$ cat config.mk
export PLATFORM = sky130hd
export DESIGN_NAME = tdm_mux_scan
export DESIGN_NICKNAME = d
export VERILOG_FILES = /design/src/rtl/tdm_mux_scan.sv
export SDC_FILE = /design/constraint.sdc
export NUM_CORES = 1
export LEC_CHECK = 0
export ABC_AREA = 1
export BUFFER_PORTS_ARGS = -buffer_cell sky130_fd_sc_hd__buf_2
export CAP_MARGIN = 10
export CORE_MARGIN = 2
export CORE_UTILIZATION = 45
export DETAILED_ROUTE_END_ITERATION = 8
export PLACE_DENSITY = 0.78
export SLEW_MARGIN = 15
export SYNTH_ARGS = -nofsm -noshare
export SYNTH_HDL_FRONTEND = slang
export SYNTH_SLANG_ARGS = --single-unit
$ cat constraint.sdc
create_clock -name clk -period 4.75 [get_ports clk]
set_clock_uncertainty 0.1 [all_clocks]
set_input_delay 0.2375 -clock clk [delete_from_list [all_inputs] [get_ports clk]]
set_output_delay 0.2375 -clock clk [all_outputs]
set_load 0.01 [all_outputs]
$ cat src/rtl/tdm_mux_scan.sv
// tdm_mux_scan: registered N:1 channel mux with manual select and timed round-robin scan.
// Define MUX_SKIP_MASKED_EN to make scan and manual select honour the channel mask.
module tdm_mux_scan #(
  parameter int WIDTH = 1,
  parameter int CHANNELS = 4,
  parameter int DWELL_W = 8,
  localparam int SEL_W = (CHANNELS > 1) ? $clog2(CHANNELS) : 1
) (
  input  logic                      clk,
  input  logic                      rstn,
  input  logic [CHANNELS*WIDTH-1:0] d,
  input  logic                      mode,
  input  logic [SEL_W-1:0]          sel,
  input  logic [DWELL_W-1:0]        dwell,
  input  logic                      start,
  input  logic [CHANNELS-1:0]       mask,
  output logic [WIDTH-1:0]          z,
  output logic [SEL_W-1:0]          ch,
  output logic                      valid,
  output logic                      frame
);
  typedef enum logic [1:0] {IDLE, MANUAL, SCAN} state_t;
  localparam logic [SEL_W:0] NCH = (SEL_W + 1)'(CHANNELS);
  localparam logic [SEL_W-1:0] LAST = SEL_W'(CHANNELS - 1);
  state_t state, state_n;
  logic [DWELL_W-1:0] cnt, cnt_n, dwell_eff;
  logic [WIDTH-1:0] dv [CHANNELS];
  logic [WIDTH-1:0] z_n;
  logic [SEL_W-1:0] ch_n, nxt, first;
  logic valid_n, frame_n, wrap, any, sel_ok;
  for (genvar i = 0; i < CHANNELS; i++) begin : g_ch
    assign dv[i] = d[i*WIDTH +: WIDTH];
  end
  assign dwell_eff = (dwell == '0) ? DWELL_W'(1) : dwell;
`ifdef MUX_SKIP_MASKED_EN
  // descending search so the lowest qualifying index wins
  always_comb begin
    nxt = '0;
    first = ch;
    wrap = 1'b1;
    any = |mask;
    for (int i = CHANNELS - 1; i >= 0; i--) begin
      if (mask[i]) first = SEL_W'(i);
      if (mask[i] && i > int'(ch)) begin
        nxt = SEL_W'(i);
        wrap = 1'b0;
      end
    end
    nxt = wrap ? first : nxt;
  end
  assign sel_ok = ({1'b0, sel} < NCH) && mask[sel];
`else
  logic unused_mask;
  assign unused_mask = ^mask;
  assign any = 1'b1;
  assign first = '0;
  assign wrap = (ch == LAST);
  assign nxt = wrap ? '0 : ch + SEL_W'(1);
  assign sel_ok = {1'b0, sel} < NCH;
`endif
  always_comb begin
    state_n = state;
    cnt_n = cnt;
    z_n = '0;
    ch_n = ch;
    valid_n = 1'b0;
    frame_n = 1'b0;
    if (!mode) begin
      state_n = MANUAL;
      z_n = sel_ok ? dv[sel] : '0;
      ch_n = sel_ok ? sel : ch;
      valid_n = sel_ok;
    end else if (state == MANUAL) begin
      state_n = IDLE;
    end else if (start) begin
      state_n = SCAN;
      cnt_n = dwell_eff;
      ch_n = first;
      z_n = any ? dv[first] : '0;
      valid_n = any;
    end else if (state == SCAN && any) begin
      cnt_n = (cnt == DWELL_W'(1)) ? dwell_eff : cnt - DWELL_W'(1);
      ch_n = (cnt == DWELL_W'(1)) ? nxt : ch;
      frame_n = (cnt == DWELL_W'(1)) && wrap;
      z_n = dv[ch_n];
      valid_n = 1'b1;
    end
  end
  always_ff @(posedge clk or negedge rstn) begin
    if (!rstn) begin
      state <= IDLE;
      cnt <= '0;
      z <= '0;
      ch <= '0;
      valid <= 1'b0;
      frame <= 1'b0;
    end else begin
      state <= state_n;
      cnt <= cnt_n;
      z <= z_n;
      ch <= ch_n;
      valid <= valid_n;
      frame <= frame_n;
    end
  end
endmodule
==> results of run 1 <==
[where the power goes]
| group | total [mW] | internal (mW) | switching (mW) |
|---|---|---|---|
| sequential | 0.170 | 0.150 | 0.0198 |
| clock | 0.0761 | 0.0326 | 0.0435 |
| combinational | 0.120 | 0.0455 | 0.0748 |
[sequential cells by signal (all words and copies together) (netlist names)]
signal,flops
state,2
z,1
valid,1
ch,2
cnt,8
frame,1
[area by class of cell]
cell class | instances | area, sq um
fill | 201 | 995
multi-input combinational | 99 | 551
sequential | 15 | 375
timing repair buffer | 23 | 120
inverter | 23 | 88.8
tap | 28 | 35.0
clock buffer | 4 | 26.3
[cells by family (layout without fill, tap and decap cells)]
group | Yosys count | after routing | synth area share
and+or+nand+nor | 59 | 59 | 0.274
AOI/OAI and AO/OA | 34 | 34 | 0.195
buffers and inverters | 25 | 50 | 0.107
DFF | 15 | 15 | 0.362
adders and majority gates | 3 | 3 | 0.0362
xor gates and xnor gates | 3 | 3 | 0.0253
[stage by stage]
step           area, sq um   util  instances
6_report              1200  0.546        192
5_1_grt               1200  0.546        192
4_1_cts               1200  0.546        192
3_5_place_dp          1160  0.529        187
3_3_place_gp          1160  0.529        187
2_1_floorplan         1040      -        139
[layer usage]
metal  vias to the layer above  global-route usage  share of wire
li1                        505                   -              -
met1                       464               0.245           0.45
met2                        25               0.314           0.50
met3                         4              0.0259          0.037
met4                         0              0.0702          0.014
met5                         -                   0              0
[timing repair]
item                                    CTS  global route
endpoints found under the setup margin    0             0
hold buffers                              1             0
hold endpoints to repair                 15             0
[worst max-delay path: stages, from the launching register on]
cell	delay (ns)
dfrtp_1	0.41
inv_1	0.08
nor2_1	0.05
inv_1	0.06
o21ai_2	0.06
nor2_2	0.39
inv_1	0.19
a21oi_1	0.15
o21ai_0	0.09
o21ai_0	0.08
[layout by cell type, fill, tap and decap left out, types with 6 or more instances in the layout]
cell,n
nand2_1,25
o21ai_0,15
inv_1,21
nand3_1,8
a21oi_1,6
nor2_1,15
dfrtp_1,15
buf_2,22
[final timing paths]
path                          start       end  slack (ns)  depth (start not counted)
min in group asynchronous      rstn         z        0.31                          2
setup / recovery           state[0]    cnt[2]        3.01                          9
hold reg to reg              cnt[5]    cnt[5]        0.41                          2
max in group asynchronous      rstn    cnt[7]        4.00                          2
hold / removal                 mode  state[0]        0.06                          2
setup reg to reg           state[0]    cnt[2]        3.01                          9
==> flow_summary.toml, run 1 <==
[clock_network]
numCtsBuffers = 3
clock_latency_ns = 0.28
cts_buffer_depth = 2
cts_resized = 0
numClockSinks = 15
path_clk_slew_ns = 0.10
cts_tree = "yes"
root_buffer = "clkbuf_4"
postCtsSetupRepairBufs = 0
htreeDepth = 1

[sta]
finalCritPeriodShare = 0.366
setup_viol = 0
fin_crit_ns = 1.74
hold_slack_ns = 0.0623
layout_setup_ws_ns = 3.01
rsz0062_at_grt = "no"
fmax_mhz = 575
tightestPinTransition_ns = 0.481
drv_slew = 0
max_slew_margin = 0.679
finalHoldViolCount = 0
setup_tns_ns = 0

[yosys]
synth.most_common_cell = "nand2_1"
avgSynthCellArea_sq_um = 7.46
async_flop_share = 1.00
synth_top_area_cell = "dfrtp_1"
synth_area_leaders = "dfrtp_1 (36%), nand2_1 (9.0%), inv_1 (7.6%)"
synth_area_sq_um = 1040
syn_inst = 139
synth.top_cell.area_share = 0.362
yosysUniqueCellTypes = 28
synth-edff-count = 0
ys_seq_area_frac = 0.362
ys_ff_latch = 15
ys_warn_count = 0
synthFlopType = "dfrtp_1"
synth_common_cells = "nand2_1 (25), inv_1 (21), dfrtp_1 (15), nor2_1 (15), o21ai_0 (15)"
syn_nets = 164

[routing]
drt-pass1-iter-count = 4
via_count = 998
wl_mm = 2.19
routedWlPerCell_um = 11.4
drt-initial-drc-count = 17
remaining_drc_errors = 0
ant_nets = 0
via_per_inst = 5.20

[place]
dpl.hpwl_mm = 1.68
globalplace.congestion = 0.828
place_ws_ns = 3.06
io_buffers = 22

[pwr]
p_leak_nw = 0.628
peakVddDrop_v = 0.000189
total_power_uw = 366
p_per_area_nw_per_um2 = 306

[die]
die_area_sq_um = 2710
num_rows = 17
start_util = 0.473
io_pins = 27
design.core.area_sq_um = 2190
die_x_um = 52.0
die_y_um = 52.0

[worst_setup_path]
cp_max_fo = 13
critPathCaptureType = "flop"
critPathArrivalTime_ns = 1.84
critPathRequiredTime_ns = 4.85
startpoint_type = "flop"
critical_path_class = "reg2reg"

[finish]
area_delta_synth_final_pct = 15.3
drive_gt1_frac = 0.226
antenna_cells = 0
nNetsFinal = 190

[global_route]
grt_pass1_vias = 911
grt_max_degree = 16
antenna_found_initial = 0
grt_pass1_wl_mm = 3.86
grt_overflow_total = 0
grt_usage = 0.188

[run]
drv_cap = 0

[run_status]
outcome = "finished, final reports clean"

[worst_hold_path]
hold_class = "in2reg"
No activity file was read; power rests on OpenSTA's default activity.
==> run 2, diff against run 1 <==
==> constraint.sdc (replaced) <==
create_clock -name clk -period 1.8 [get_ports clk]
set_clock_uncertainty 0.1 [all_clocks]
set_input_delay 0.09 -clock clk [delete_from_list [all_inputs] [get_ports clk]]
set_output_delay 0.09 -clock clk [all_outputs]
set_load 0.01 [all_outputs]
==> flow_summary.toml, run 2 (synthesis gave the netlist of run 1 again) <==
[clock_network]
root_buffer = "clkbuf_4"
htreeDepth = 1
cts_tree = "yes"
cts_buffer_depth = 2
path_clk_slew_ns = 0.11
numClockSinks = 15
numCtsBuffers = 3
clock_latency_ns = 0.30

[worst_setup_path]
critPathCaptureType = "flop"
startpoint_type = "flop"
r2r-end = "z"
rr_startpoint = "cnt[1]"
critical_path_class = "reg2reg"
ff2ff_path_depth = 11
cp_max_fo = 7
critPathArrivalTime_ns = 1.77
critPathRequiredTime_ns = 1.91
rrSetupSlack_ns = 0.14

[finish]
fin_util = 0.588
largest_reg_flops = 8
top_regs = "cnt: 8 flops, ch: 2 flops, state: 2 flops"
regMostFlops = "cnt"
antenna_cells = 0
final_cell_mix = "nand2_1 (25), buf_2 (22), inv_1 (21), nor2_1 (15), dfrtp_1 (15)"
nNetsFinal = 198
area_delta_synth_final_pct = 24.1
final_common_cell = "nand2_1"
drive_gt1_frac = 0.250

[routing]
via_per_inst = 5.08
ant_nets = 0
via_count = 1016
wl_mm = 2.37
routedWlPerCell_um = 11.9
drt-initial-drc-count = 28
drt-pass1-iter-count = 4
remaining_drc_errors = 0

[sta]
rsz0062_at_grt = "no"
finalCritPeriodShare = 0.921
finalHoldViolCount = 0
setup_viol = 0
drv_slew = 0
max_slew_margin = 0.770
setup_tns_ns = 0
tightestPinTransition_ns = 0.344
fin_crit_ns = 1.66
fmax_mhz = 603

[worst_hold_path]
hold_class = "in2reg"
hp-start = "dwell[1]"
whs_path_depth = 3
min_to = "cnt[1]"

[pwr]
p_switching_uw = 389
seqPwrFrac = 0.449
p_per_area_nw_per_um2 = 780
p_leak_nw = 0.675
peakVddDrop_v = 0.000501
p_comb_frac = 0.341
intPower_uw = 615
total_power_mw = 1.00
swShare = 0.388
power_frac_clock = 0.210

[global_route]
use_met1 = 0.259
antenna_found_initial = 0
grt_pass1_wl_mm = 3.89
grt_pass1_vias = 919
grt_usage = 0.198
grt_max_degree = 16
grt_overflow_total = 0
met2_usage = 0.300
grt.busiest_layer = "met2"
use_met3 = 0.0374

[die]
io_pins = 27
design.core.area_sq_um = 2190
die_x_um = 52.0
num_rows = 17
start_util = 0.473
die_y_um = 52.0
die_area_sq_um = 2710

[place]
dpl.hpwl_mm = 1.73
globalplace.congestion = 0.832
io_buffers = 22

[run]
drv_cap = 0

[run_status]
outcome = "finished, final reports clean"
-- run 2: cell types whose count changed in the layout (fill, tap and decap cells not counted), sizes merged --
cell / before / now
dlygate4sd3: 1 / 7
buf: 22 / 24
clkbuf: 4 / 3
clkinv: 0 / 1
-- run 2: metrics by stage --
step / hold WS, ns / cells / worst slack (ns) / instance area (sq um)
3_3_place_gp: -0.0858 / 188 / 0.146 / 1170
3_5_place_dp: -0.0810 / 188 / 0.118 / 1170
6_report: 0.00262 / 200 / 0.143 / 1290
5_1_grt: 0.0260 / 200 / 0.00683 / 1290
2_1_floorplan: -0.306 / 139 / 0.256 / 1040
4_1_cts: 0.00666 / 199 / 0.101 / 1260
-- run 2: per-layer routing --
metal,share of wire,wire length [um]
met1,0.43,1020
met2,0.51,1210
met3,0.036,86
met4,0.020,48
met5,0,0
-- run 2: how the worst max path moves through the flow --
stage                     slack [ns]  endpoint  startpoint  cells after the start
after global routing           0.007    cnt[1]      cnt[1]                      9
after floorplan                 0.26    cnt[0]      cnt[1]                     10
after CTS                       0.10         z      cnt[1]                     11
after global placement          0.15         z      cnt[1]                     11
final                           0.14         z      cnt[1]                     11
after detailed placement        0.12         z      cnt[1]                     11
-- run 2: critical path, cell delays in order (launching register included) --
cell and delay (ns):
dfrtp_1 0.37, inv_1 0.11, ha_2 0.20, nand2_2 0.11, nor2_8 0.17, nand2_1 0.10, o21ai_2 0.09, nand3_1 0.10
nand3_1 0.09, nand2_1 0.05, nand2_1 0.05, nand2_1 0.04
-- run 2: layout make-up --
cell class / count / area (sq um)
multi-input combinational: 99 / 566
inverter: 23 / 88.8
fill: 196 / 903
sequential: 15 / 375
tap: 28 / 35.0
clock buffer: 3 / 22.5
timing repair buffer: 31 / 195
clock inverter: 1 / 5.00
-- run 2: power groups by stage --
stage	Combinational (mW)	Sequential, mW	Clock [mW]
floorplan	0.233	0.450	0
global placement	0.304	0.452	0
detailed placement	0.316	0.456	0
CTS	0.329	0.449	0.214
global route	0.389	0.462	0.227
finish	0.343	0.451	0.211
-- run 2: what timing repair did --
item                       in CTS  in global routing
buffers inserted                0                  1
gates resized for setup         0                  5
hold buffers                    7                  0
hold endpoints to repair       23                  0
setup endpoints to repair       0                  2
==> run 3, diff against run 2 <==
--- a/config.mk
+++ b/config.mk
@@ -5,11 +5,11 @@
 export SDC_FILE = /design/constraint.sdc
 export NUM_CORES = 1
 export LEC_CHECK = 0
-export ABC_AREA = 1
 export BUFFER_PORTS_ARGS = -buffer_cell sky130_fd_sc_hd__buf_2
 export CAP_MARGIN = 10
 export CORE_MARGIN = 2
 export CORE_UTILIZATION = 45
+export CTS_CLUSTER_DIAMETER = 50
 export DETAILED_ROUTE_END_ITERATION = 8
 export PLACE_DENSITY = 0.78
 export SLEW_MARGIN = 15
==> flow_summary.toml, run 3 <==
[yosys]
synth_common_cells = "dfrtp_1 (15), inv_1 (11), a21oi_1 (9)"
synthFlopType = "dfrtp_1"
avgSynthCellArea_sq_um = 9.29
synth.top_cell.area_share = 0.381
syn_nets = 131
yosysUniqueCellTypes = 39
synth_area_leaders = "dfrtp_1 (38%), a21oi_1 (4.6%), inv_1 (4.2%)"
ys_warn_count = 0
synth_area_sq_um = 985
synth-edff-count = 0
async_flop_share = 1.00
ys_ff_latch = 15
synth.most_common_cell = "dfrtp_1"
synth_top_area_cell = "dfrtp_1"
syn_inst = 106
ys_seq_area_frac = 0.381

[pwr]
seqPwrFrac = 0.427
swShare = 0.365
peakVddDrop_v = 0.000431
p_comb_frac = 0.393
p_leak_nw = 0.613
p_per_area_nw_per_um2 = 819
p_switching_uw = 406
total_power_mw = 1.11
power_frac_clock = 0.180
intPower_uw = 706

[global_route]
antenna_found_initial = 0
grt_usage = 0.225
grt_pass1_wl_mm = 4.28
grt_max_degree = 16
grt_overflow_total = 0
grt_pass1_vias = 940

[finish]
final_cells = 174
regMostFlops = "cnt"
antenna_cells = 0
drive_gt1_frac = 0.374
n_fill_cell = 157
final_cell_mix = "buf_2 (22), dfrtp_1 (15), inv_1 (10), buf_4 (10), nand2_1 (8)"
multi_input_area_sq_um = 603
final_common_cell = "buf_2"
fin_util = 0.671
top_regs = "cnt: 8 flops, ch: 2 flops, state: 2 flops"
seq_area_sq_um = 375
area_delta_synth_final_pct = 37.9
nNetsFinal = 173
largest_reg_flops = 8

[worst_setup_path]
critical_path_class = "reg2reg"
slowest_delay_ns = 0.40
critPathArrivalTime_ns = 1.89
critPathRequiredTime_ns = 1.90
crit_chain = "ha_1 -> nor3b_2 -> buf_4 -> and2_4 -> a21oi_1 -> a211oi_2 -> o31ai_2"
critPathSlowestCell = "dfrtp_1"
startpoint_type = "flop"
cp_max_fo = 5
critPathCaptureType = "flop"

[sta]
setup_viol = 0
rsz0062_at_grt = "yes"
tightestPinTransition_ns = 0.344
finalCritPeriodShare = 0.996
finalHoldViolCount = 0
max_slew_margin = 0.771
drv_slew = 0
fmax_mhz = 558
layout_setup_ws_ns = 0.00689
fin_crit_ns = 1.79
hold_slack_ns = 0.00855

[routing]
remaining_drc_errors = 0
via_per_inst = 5.80
wl_mm = 2.54
drt-initial-drc-count = 25
ant_nets = 0
routedWlPerCell_um = 14.6
via_count = 1010
drt-pass1-iter-count = 5

[die]
die_x_um = 50.8
design.core.area_sq_um = 2020
die_area_sq_um = 2580
num_rows = 16
start_util = 0.487
die_y_um = 50.8
io_pins = 27

[run]
drv_cap = 0

[clock_network]
cts_tree = "yes"
numClockSinks = 15
cts_buffer_depth = 2
path_clk_slew_ns = 0.09
clock_latency_ns = 0.29
numCtsBuffers = 3
root_buffer = "clkbuf_4"
htreeDepth = 1

[place]
globalplace.congestion = 0.924
io_buffers = 22
dp.cells = 164
dpl.hpwl_mm = 1.77
place_ws_ns = -0.000445

[run_status]
outcome = "finished, final reports clean"

[worst_hold_path]
hold_class = "in2reg"
## run 3: power groups by stage
stage | Combinational, mW | Sequential (mW) | Clock (mW)
floorplan | 0.197 | 0.486 | 0
global placement | 0.364 | 0.477 | 0
detailed placement | 0.380 | 0.479 | 0
CTS | 0.420 | 0.474 | 0.204
global route | 0.480 | 0.484 | 0.214
finish | 0.437 | 0.474 | 0.201
## run 3: cell families after synthesis
kind of cell	after synthesis	share of synthesized area
AO/OA/AOI/OAI	40	0.286
adder cells (fa/ha/maj)	4	0.0483
buffers and inverters	14	0.0610
flip-flops	15	0.381
multiplexers	3	0.0432
AND/OR/NAND/NOR	30	0.180
## run 3: area by class of cell
type                            count  share of cell area
Multi-Input combinational cell     77               0.444
Tap cell                           27              0.0249
Sequential cell                    15               0.276
Inverter                           11              0.0304
Clock buffer                        4              0.0194
Timing Repair Buffer               40               0.205
## run 3: through the flow
| stage | cell area, sq um | setup TNS [ns] |
|---|---|---|
| floorplan | 985 | 0 |
| global placement | 1210 | 0 |
| detailed placement | 1210 | -0.000445 |
| CTS | 1360 | -0.00806 |
| global route | 1360 | -0.230 |
| finish | 1360 | 0 |
## run 3: final timing paths
check / cells past startpoint / from / slack, ns / to
worst max-delay path: 7 / cnt[0] / 0.007 / z
worst min-delay path: 2 / start / 0.009 / state[0]
worst min register to register: 2 / state[0] / 0.43 / state[0]
max in group asynchronous: 2 / rstn / 1.22 / z
worst max register to register: 7 / cnt[0] / 0.007 / z
min in group asynchronous: 2 / rstn / 0.13 / cnt[6]
## run 3: repair_timing
item,4_1_cts,5_1_grt
hold endpoints to repair,19,0
pin swaps,6,6
resized for setup,9,9
hold buffers,5,0
gates cloned,1,0
setup endpoints to repair,2,8
buffers inserted,1,0
## run 3: metal layers
metal | vias to the layer above | part of all wire | track usage
met3 | 10 | 0.059 | 0.0357
met2 | 49 | 0.48 | 0.360
met4 | 0 | 0.027 | 0.104
met1 | 468 | 0.43 | 0.298
li1 | 483 | - | -
met5 | - | 0 | 0
## run 3: worst max-delay path, delay by kind of cell (launching register included)
| kind | cells | cell delay (ns) |
|---|---|---|
| AOI/OAI and AO/OA | 3 | 0.53 |
| DFF | 1 | 0.40 |
| and+or+nand+nor | 2 | 0.30 |
| adders and majority gates | 1 | 0.19 |
| buffers and inverters | 1 | 0.17 |
